[config.mk]
export PLATFORM = sky130hd
export DESIGN_NAME = clint_trap_ctrl
export DESIGN_NICKNAME = d
export VERILOG_FILES = /design/src/rtl/clint_trap_ctrl_pkg.sv /design/src/rtl/clint_mtimer.sv /design/src/rtl/clint_trap_ctrl.sv
export SDC_FILE = /design/constraint.sdc
export NUM_CORES = 1
export LEC_CHECK = 0
export CORE_AREA = 3 3 243 245
export CTS_CLUSTER_DIAMETER = 30
export DETAILED_ROUTE_END_ITERATION = 8
export DIE_AREA = 0 0 246 248
export PLACE_DENSITY = 0.5
export SYNTH_ARGS = -nofsm -noshare
export SYNTH_HDL_FRONTEND = slang
export SYNTH_HIERARCHICAL = 1
export SYNTH_SLANG_ARGS = --single-unit
[constraint.sdc]
create_clock -name clk -period 3.35 [get_ports clk]
set_input_delay 1.005 -clock clk [delete_from_list [all_inputs] [get_ports clk]]
set_output_delay 1.005 -clock clk [all_outputs]
set_load 0.02 [all_outputs]
[src/rtl/clint_trap_ctrl_pkg.sv]
// Purpose : shared definitions for the core-local trap sequencer.
// Latency : n/a (package only).
// Backpr. : n/a.
// Contents: CSR addresses, system-instruction encodings, mcause codes, FSM states.
package clint_trap_ctrl_pkg;

  // CSR addresses touched by the clint write port
  localparam logic [11:0] CSR_MSTATUS = 12'h300;
  localparam logic [11:0] CSR_MEPC    = 12'h341;
  localparam logic [11:0] CSR_MCAUSE  = 12'h342;

  // System instruction encodings (exact 32-bit match)
  localparam logic [31:0] INST_ECALL  = 32'h0000_0073;
  localparam logic [31:0] INST_EBREAK = 32'h0010_0073;
  localparam logic [31:0] INST_MRET   = 32'h3020_0073;

  // mstatus bit positions
  localparam int MSTATUS_MIE_BIT  = 3;
  localparam int MSTATUS_MPIE_BIT = 7;

  // mcause exception/interrupt codes; interrupt flag lives in the MSB
  localparam logic [3:0] CAUSE_ECALL     = 4'd11;
  localparam logic [3:0] CAUSE_EBREAK    = 4'd3;
  localparam logic [3:0] CAUSE_EXT_IRQ   = 4'd11;
  localparam logic [3:0] CAUSE_TIMER_IRQ = 4'd7;

  typedef struct packed {
    logic       irq;
    logic [3:0] code;
  } cause_t;

  typedef enum logic [2:0] {
    S_IDLE    = 3'd0,
    S_MEPC    = 3'd1,
    S_MSTATUS = 3'd2,
    S_MCAUSE  = 3'd3,
    S_MRET    = 3'd4
  } state_e;

endpackage

[src/rtl/clint_mtimer.sv]
// Purpose : free-running 64-bit mtime counter with mtimecmp compare.
// Latency : timer_irq_o is combinational from the registered mtime value.
// Backpr. : none; counts every cycle, wraps modulo 2^64.
// Ports   : clk, rst (sync, active-high), mtimecmp_i[63:0] -> timer_irq_o (level).
module clint_mtimer (
  input  logic        clk,
  input  logic        rst,
  input  logic [63:0] mtimecmp_i,
  output logic        timer_irq_o
);

  logic [63:0] mtime_q;
  logic [63:0] mtime_d;

  always_comb begin
    mtime_d = mtime_q + 64'd1;
  end

  always_ff @(posedge clk) begin
    if (rst) begin
      mtime_q <= 64'd0;
    end else begin
      mtime_q <= mtime_d;
    end
  end

  assign timer_irq_o = (mtime_q >= mtimecmp_i);

endmodule

[src/rtl/clint_trap_ctrl.sv]
// Purpose : core-local trap sequencer; detects ecall/ebreak/mret/irq in ID, stalls,
//           writes mepc/mstatus/mcause via the clint CSR port, redirects fetch.
// Latency : trap = detect + 3 write cycles (redirect on the 3rd); mret = detect + 1.
// Backpr. : hold_o stalls the pipeline from detect through the redirect cycle;
//           new requests are ignored until the FSM is back in IDLE.
// Ports   : clk, rst (sync, active-high); inst_i/inst_addr_i from ID; jump_flag_i/
//           jump_addr_i from EX; int_flag_i irq levels; csr_* live CSR values;
//           global_int_en_i = mstatus.MIE; we_o/waddr_o/raddr_o/data_o clint CSR
//           port; hold_o stall; int_assert_o/int_addr_o fetch redirect.
// Config  : CLINT_TIMER_EN adds mtimecmp_i and the clint_mtimer timer interrupt.
module clint_trap_ctrl
  import clint_trap_ctrl_pkg::*;
#(
  parameter int XLEN  = 64,
  parameter int INT_W = 8
) (
  input  logic             clk,
  input  logic             rst,
  input  logic [31:0]      inst_i,
  input  logic [XLEN-1:0]  inst_addr_i,
  input  logic             jump_flag_i,
  input  logic [XLEN-1:0]  jump_addr_i,
  input  logic [INT_W-1:0] int_flag_i,
  input  logic [XLEN-1:0]  csr_mtvec_i,
  input  logic [XLEN-1:0]  csr_mepc_i,
  input  logic [XLEN-1:0]  csr_mstatus_i,
  input  logic             global_int_en_i,
`ifdef CLINT_TIMER_EN
  input  logic [63:0]      mtimecmp_i,
`endif
  output logic             we_o,
  output logic [XLEN-1:0]  waddr_o,
  output logic [XLEN-1:0]  raddr_o,
  output logic [XLEN-1:0]  data_o,
  output logic             hold_o,
  output logic             int_assert_o,
  output logic [XLEN-1:0]  int_addr_o
);

  localparam logic [XLEN-1:0] WADDR_MSTATUS = XLEN'(CSR_MSTATUS);
  localparam logic [XLEN-1:0] WADDR_MEPC    = XLEN'(CSR_MEPC);
  localparam logic [XLEN-1:0] WADDR_MCAUSE  = XLEN'(CSR_MCAUSE);

  state_e          state_q, state_d;
  cause_t          cause_q, cause_d;
  logic            we_q, we_d;
  logic [XLEN-1:0] waddr_q, waddr_d;
  logic [XLEN-1:0] data_q, data_d;
  logic            hold_q, hold_d;
  logic            int_assert_q, int_assert_d;
  logic [XLEN-1:0] int_addr_q, int_addr_d;

  logic            detect;
  logic            timer_irq;
  logic            is_ecall, is_ebreak, is_mret;
  logic            ext_irq, irq_take;
  logic [XLEN-1:0] trap_status, mret_status, cause_word;

`ifdef CLINT_TIMER_EN
  clint_mtimer u_mtimer (
    .clk         (clk),
    .rst         (rst),
    .mtimecmp_i  (mtimecmp_i),
    .timer_irq_o (timer_irq)
  );
`else
  assign timer_irq = 1'b0;
`endif

  assign is_ecall  = (inst_i == INST_ECALL);
  assign is_ebreak = (inst_i == INST_EBREAK);
  assign is_mret   = (inst_i == INST_MRET);
  assign ext_irq   = |int_flag_i;
  assign irq_take  = (ext_irq | timer_irq) & global_int_en_i;

  // Trap entry stacks MIE into MPIE and masks; mret restores MIE and re-arms MPIE.
  // All other mstatus bits pass through untouched.
  always_comb begin
    trap_status                   = csr_mstatus_i;
    trap_status[MSTATUS_MPIE_BIT] = csr_mstatus_i[MSTATUS_MIE_BIT];
    trap_status[MSTATUS_MIE_BIT]  = 1'b0;
    mret_status                   = csr_mstatus_i;
    mret_status[MSTATUS_MIE_BIT]  = csr_mstatus_i[MSTATUS_MPIE_BIT];
    mret_status[MSTATUS_MPIE_BIT] = 1'b1;
  end

  assign cause_word = {cause_q.irq, {(XLEN-5){1'b0}}, cause_q.code};

  // Outputs are registered: the values for a state are computed on the edge
  // that enters it, so the write/redirect of state S appears during S.
  always_comb begin
    state_d      = state_q;
    cause_d      = cause_q;
    we_d         = 1'b0;
    waddr_d      = '0;
    data_d       = '0;
    hold_d       = 1'b0;
    int_assert_d = 1'b0;
    int_addr_d   = '0;
    detect       = 1'b0;

    unique case (state_q)
      S_IDLE: begin
        if (!rst && (is_ecall || is_ebreak)) begin
          detect  = 1'b1;
          cause_d = '{irq: 1'b0, code: is_ecall ? CAUSE_ECALL : CAUSE_EBREAK};
          state_d = S_MEPC;
          we_d    = 1'b1;
          waddr_d = WADDR_MEPC;
          data_d  = inst_addr_i;
          hold_d  = 1'b1;
        end else if (!rst && is_mret) begin
          detect       = 1'b1;
          state_d      = S_MRET;
          we_d         = 1'b1;
          waddr_d      = WADDR_MSTATUS;
          data_d       = mret_status;
          hold_d       = 1'b1;
          int_assert_d = 1'b1;
          int_addr_d   = csr_mepc_i;
        end else if (!rst && irq_take) begin
          detect  = 1'b1;
          cause_d = '{irq: 1'b1, code: ext_irq ? CAUSE_EXT_IRQ : CAUSE_TIMER_IRQ};
          state_d = S_MEPC;
          we_d    = 1'b1;
          waddr_d = WADDR_MEPC;
          // EX redirect in flight: the instruction in ID is squashed, resume at the target
          data_d  = jump_flag_i ? jump_addr_i : inst_addr_i;
          hold_d  = 1'b1;
        end
      end
      S_MEPC: begin
        state_d = S_MSTATUS;
        we_d    = 1'b1;
        waddr_d = WADDR_MSTATUS;
        data_d  = trap_status;
        hold_d  = 1'b1;
      end
      S_MSTATUS: begin
        state_d      = S_MCAUSE;
        we_d         = 1'b1;
        waddr_d      = WADDR_MCAUSE;
        data_d       = cause_word;
        hold_d       = 1'b1;
        int_assert_d = 1'b1;
        int_addr_d   = csr_mtvec_i;
      end
      S_MCAUSE: state_d = S_IDLE;
      S_MRET:   state_d = S_IDLE;
      default:  state_d = S_IDLE;
    endcase
  end

  always_ff @(posedge clk) begin
    if (rst) begin
      state_q      <= S_IDLE;
      cause_q      <= '0;
      we_q         <= 1'b0;
      waddr_q      <= '0;
      data_q       <= '0;
      hold_q       <= 1'b0;
      int_assert_q <= 1'b0;
      int_addr_q   <= '0;
    end else begin
      state_q      <= state_d;
      cause_q      <= cause_d;
      we_q         <= we_d;
      waddr_q      <= waddr_d;
      data_q       <= data_d;
      hold_q       <= hold_d;
      int_assert_q <= int_assert_d;
      int_addr_q   <= int_addr_d;
    end
  end

  assign we_o         = we_q;
  assign waddr_o      = waddr_q;
  assign raddr_o      = '0;
  assign data_o       = data_q;
  // Stall starts in the detect cycle itself, before any register has updated
  assign hold_o       = hold_q | detect;
  assign int_assert_o = int_assert_q;
  assign int_addr_o   = int_addr_q;

endmodule

==> summary.md <==
| Metric | Value |
|---|---|
| Reg-to-Reg End | data_o[23] |
| CTS Buf Count | 17 |
| Crit Path Max Fanout | 3 |
| Worst setup endpoint | hold_o |
| Arrival @ worst endpoint | 2630 ps |
| Setup WS post-layout | -280 ps |
| Peak supply drop | 0.376 mV |
| Grt ovf | 0 |
| Critical Path Sink Type | output port |
| Synthesized netlist cell count | 850 |
| Synthesis Warnings | 6 |
| Top-level port count | 623 |
| Hold Crit Class | flip-flop to flip-flop |
| Final slew viol count | 0 |
| Pwr Density | 427 nW/µm² |
| Status | finished, violations left |
| H-tree Lvls | 4 |
| Setup slack, reg-to-reg | 930 ps |
| Core Area | 57400 µm² |
| DP HPWL | 29900 µm |
| All-Layer GR Usage | 11.9% |
| Root Driver | clkbuf_16 |
| Nets | 1708 |
| Starting Density | 13.0% |
| Largest net degree at the start of global routing | 66 |
| Final Instance Count excl. Fillers | 2124 |
| Antenna violations before repair | 3 |
| Hold Vio Cnt, Final | 0 |
| Worst R2R Start | state_q[0] |
| Die width | 246 µm |
| Leak | 5.04 nW |
| Area Growth Syn to Fin | 84.7% |
| CP required | 2340 ps |
| RSZ-0062 raised after global routing | true |
| Netlist cell types | 47 |
| Flops & latches, synth | 141 |
| Max clock buf depth | 2 |
| Minimum clock period | 3630 ps |
| Worst Hold Launch | cause_q[2] |
| Vias | 8095 |
| CTS tree | yes |
| Actual slew at the worst max-slew pin | 839 ps |
| Max Clk Rate | 275 MHz |
| Drc violations | 0 |
| Setup crit start kind | input pin |
| DR pass1 iterations | 5 |
| Hold_ws | 485 ps |
| CTS clk-pin slew, worst paths | 60 ps |
| MaxCap Viol Count | 0 |
| Fill count | 6256 |
| WL final | 38500 µm |
| Crit path from | inst_i[29] |
| Avg WL per Cell | 18.1 µm |
| Vias in the first global route | 8135 |
| Final setup vio count | 1 |
| First-pass GRT wire length | 52300 µm |
| DRT antenna net count | 0 |
| CTS Sinks | 141 |
| Share of layout cells above drive strength 1 | 10.9% |
| EDFF count, synth | 0 |
| Period utilisation layout | 108% |
| FFs w/ async S/R, synth | 0% |
| Seq/Total Area, Yosys | 37.9% |
| Die height | 248 µm |
| # port buffers | 499 |
| Routability Congestion | 0.792 |
| Syn Std Cell Area | 7450 µm² |
| Dpl ws | -822 ps |
| Die area | 61000 µm² |
| Placed insts | 2084 |
| Final Util | 24.0% |
| 1st-iter DRT viols | 295 |
| Slew margin rel. | 44.1% |
| Clock Skews | 14.6 ps |
| Row cnt | 88 |
| Mapped Avg Cell Area | 8.77 µm² |
| Most frequent cells in the layout | clkdlybuf4s50_1 (457), dfxtp_1 (141), conb_1 (123) |
| Clock Latency Late Sink | 470 ps |
| WS Path Type | input pin to output port |
| Worst reg2reg path depth | 6 |
| Failing checks | setup timing |
| Most used DFF post-synth | dfxtp_1 |
| Via density | 3.81 |
| Commonest non-fill, non-tap cell in the layout | clkdlybuf4s50_1 |
## flip-flops by register name, indices dropped and copies added, names as in the netlist
signal and cells:
hold_q 1, int_assert_o 1, cause_q 4, state_q 3
data_o 64, waddr_o 4, int_addr_o 64
## power by group
part | internal [mW] | leakage (nW) | switching (mW) | total (mW)
Clock | 1.10 | 0.274 | 0.845 | 1.94
Combinational | 0.938 | 3.62 | 1.10 | 2.04
Sequential | 1.83 | 1.15 | 0.0683 | 1.90
## layer usage
metal	wire length [µm]	up-vias	share of wire [%]	global-route usage, %
li1	-	3818	-	-
met1	15000	3760	39	13.4
met2	18100	474	47	19.6
met3	4510	43	12	5.59
met4	885	0	2.3	4.15
met5	0	-	0	0
## final cells by class
class                           instances  area [µm²]  area share (%)
Timing Repair Buffer                  553        5490            39.9
Multi-Input combinational cell        628        3910            28.4
Sequential cell                       141        2820            20.5
Tap cell                              765         957            6.95
Clock buffer                           19         433            3.14
Clock inverter                         12         141            1.03
Inverter                                3        11.3          0.0818
Antenna cell                            3        7.51          0.0545
## logic make-up (layout without fill, tap and decap cells)
group	after synthesis	count (layout)	synth area share, %
buffers and inverters	203	587	17.1
AND/OR/NAND/NOR	234	234	16.4
AO/OA/AOI/OAI	206	206	19.7
flip-flops	141	141	37.9
XOR/XNOR	1	1	0.118
other	1	126	0.0503
multiplexers	64	64	8.68
## per-stage QoR
stage,power (mW),setup TNS (ps),instance area (µm²)
4_1_cts,6.05,-326,13800
5_1_grt,6.23,-317,13800
3_3_place_gp,4.01,-26550,13200
3_5_place_dp,4.01,-28720,13200
2_1_floorplan,2.97,-64.0,7950
6_report,5.88,-280,13800
## critical path, stage by stage
cell	delay, ps
clkdlybuf4s15_1	200
o31a_1	430
or3_4	490
a21oi_4	220
or2_4	170
buf_12	100
## cell usage after synthesis, types with 2 or more instances
master,number,area (µm²)
nand3_1,70,350
a31oi_1,8,50.1
or3_1,4,25.0
nor4_4,3,63.8
buf_6,3,33.8
or4_1,2,15.0
a22oi_2,13,163
nor3b_1,2,15.0
mux2_2,5,56.3
a22oi_1,112,841
buf_2,16,80.1
nor2_1,72,270
o21ai_0,2,10.0
clkbuf_1,52,195
o21a_1,2,15.0
mux2i_1,59,591
or2_1,2,12.5
nand2_1,5,18.8
buf_1,4,15.0
dfxtp_1,141,2820
buf_4,125,938
nor4_2,3,37.5
inv_1,3,11.3
a21oi_1,59,295
a22o_1,2,17.5
nor3_1,60,300
## worst min-delay path by stage
| stage | endpoint | cells after the start | slack (ps) |
|---|---|---|---|
| after floorplan | cause_q[3] | 1 | 440 |
| after global placement | cause_q[2] | 1 | 470 |
| after CTS | cause_q[2] | 1 | 490 |
| final | cause_q[2] | 1 | 490 |
| after global routing | cause_q[2] | 1 | 520 |
| after detailed placement | cause_q[2] | 1 | 470 |
## timing repair
item	CTS	global route
pin swaps	17	6
hold buffers	0	0
gates resized for setup	105	11
endpoints found under the setup margin	4	1
cloned	0	0
setup buffers	6	0
Power figures use the tool's default switching activity.
==> RTL edit, RTL diff (same flow settings) <==
Reset style: asynchronous (`rst`), changed in one clocked block.
--- a/src/rtl/clint_trap_ctrl.sv
+++ b/src/rtl/clint_trap_ctrl.sv
@@ -153,3 +153,3 @@
 
-  always_ff @(posedge clk) begin
+  always_ff @(posedge clk or posedge rst) begin
     if (rst) begin
Function: differs if rst is asserted again (counterexample within 4 cycles, from zero or initial values and one cycle with rst high); with rst held inactive, the same outputs for 4 cycles.
==> RTL edit against the unedited design <==
  * The flow still finishes with violations (setup timing)
  * Clock power is 2% higher
  * Cell area is 4.9% higher
  * Area after synthesis is 3.6% higher
  * Utilization is 1.2 points higher
  * Worst setup slack better by 0.14 ns
  * Worst hold slack worse by 0.017 ns
  * Count of clock-buffer cells in the layout is 1 lower
  * Largest power group unchanged
  * Wire length is 9.1% lower
  * Cell count is 4.0% lower
  * Combinational power is 88% higher
  * Clock skew is 0.00073 ns higher
  * Total power is 39% higher
  * Critical endpoint unchanged
  * Sequential cell count stayed put
==> RTL edit: results (changes against the unedited design) <==
outcome - complete, but fails checks (unchanged)
violated checks - setup timing (unchanged)
IO buf count - 499 (unchanged)
Hold Path Origin - cause_q[1]$_DFFE_PP0P_ (was cause_q[2]$_SDFFE_PP0P_)
final net count - 1626 (was 1708)
Place WS - -1.24 ns (was -0.822 ns)
routability cong. - 0.830 (was 0.792)
antenna cells - 0 (was 3)
met1 WL - 13.1 mm (was 15.0 mm)
Slowest-stage cell, CP - or4_4 (was or3_4)
Worst R2R Setup Slack - 1.22 ns (was 0.93 ns)
placed inst area - 13700 µm² (was 13200 µm²)
cts repair resizes - 49 (was 105)
async set-or-reset flop fraction in the synthesized netlist - 1.00 (was 0)
first-pass GRT wire length - 48.0 mm (was 52.3 mm)
initial antenna violation count - 1 (was 3)
Hold Crit Endpoint - cause_q[1]$_DFFE_PP0P_ (was cause_q[2]$_SDFFE_PP0P_)
Reg-to-Reg End - data_o[36]$_DFF_PP0_ (was data_o[23]$_SDFF_PP0_)
crit path max fanout - 2 (was 3)
Total Routing Usage GR - 0.108 (was 0.119)
WHS - 0.469 ns (was 0.485 ns)
WP data arrival - 2.49 ns (was 2.63 ns)
Synth cell types - 53 (was 47)
origin of the critical flop-to-flop path - state_q[1]$_DFFE_PP0P_ (was state_q[0]$_SDFFE_PP0P_)
routing usage on met3 - 0.0384 (was 0.0559)
buffer count from post-CTS setup fixing - 2 (was 6)
Fillers - 6080 (was 6256)
dominant cells by area after synthesis - dfrtp_1 (46%), buf_4 (12%), o211ai_2 (9.1%), mux2i_1 (8.2%), a22o_1 (7.3%) (was dfxtp_1 (38%), buf_4 (13%), a22oi_1 (11%), mux2i_1 (7.9%), nand3_1 (4.7%))
post-synthesis sequential area ratio - 0.457 (was 0.379)
Final WS setup - -0.141 ns (was -0.280 ns)
leakage power - 0.00632 µW (was 0.00504 µW)
final setup fails - 1 (unchanged)
final cell count without fillers - 2040 (was 2124)
vias in the first global route - 7468 (was 8135)
Initial DRC Count - 246 (was 295)
R2R cell count - 7 (was 6)
Worst slew margin - 0.618 (was 0.441)
global-route met2 utilization - 0.187 (was 0.196)
Vias - 7295 (was 8095)
Final Skew - 0.0153 ns (was 0.0146 ns)
drt total wl - 35.0 mm (was 38.5 mm)
Cells after Synth - 702 (was 850)
DR WL met2 - 17.3 mm (was 18.1 mm)
Detail Placement HPWL - 28.4 mm (was 29.9 mm)
crit path launch - inst_i[22] (was inst_i[29])
Setup TNS Final - -0.141 ns (was -0.280 ns)
-- RTL edit: cell types whose count changed after synthesis, sizes merged, moves of 56 or more --
cell	before	now
nor2	73	8
o211ai	1	58
nand2	5	122
a22oi	125	7
a22o	2	64
nand3	70	5
dfxtp	141	0
a21oi	59	3
dfrtp	0	141
-- RTL edit: where the power goes --
part           switching, µW  internal [µW]  leakage, µW
registers                156           2190      0.00186
clock network            924           1050     0.000280
logic                   1960           1880      0.00418
-- RTL edit: layout make-up --
cell class / count / area [µm²] / area share
multi-input combinational: 511 / 3510 / 0.243
clock buffer: 18 / 429 / 0.0297
timing repair buffer: 587 / 5850 / 0.405
sequential: 141 / 3530 / 0.244
inverter: 4 / 18.8 / 0.00130
clock inverter: 14 / 148 / 0.0102
tap: 765 / 957 / 0.0663
-- RTL edit: logic make-up after synthesis --
logic type	count (synthesis)	synth area share
buffers and inverters	172	0.163
flip-flops	141	0.457
AND/OR/NAND/NOR	170	0.0993
AO/OA/AOI/OAI	155	0.199
other	1	0.000486
multiplexers	63	0.0817
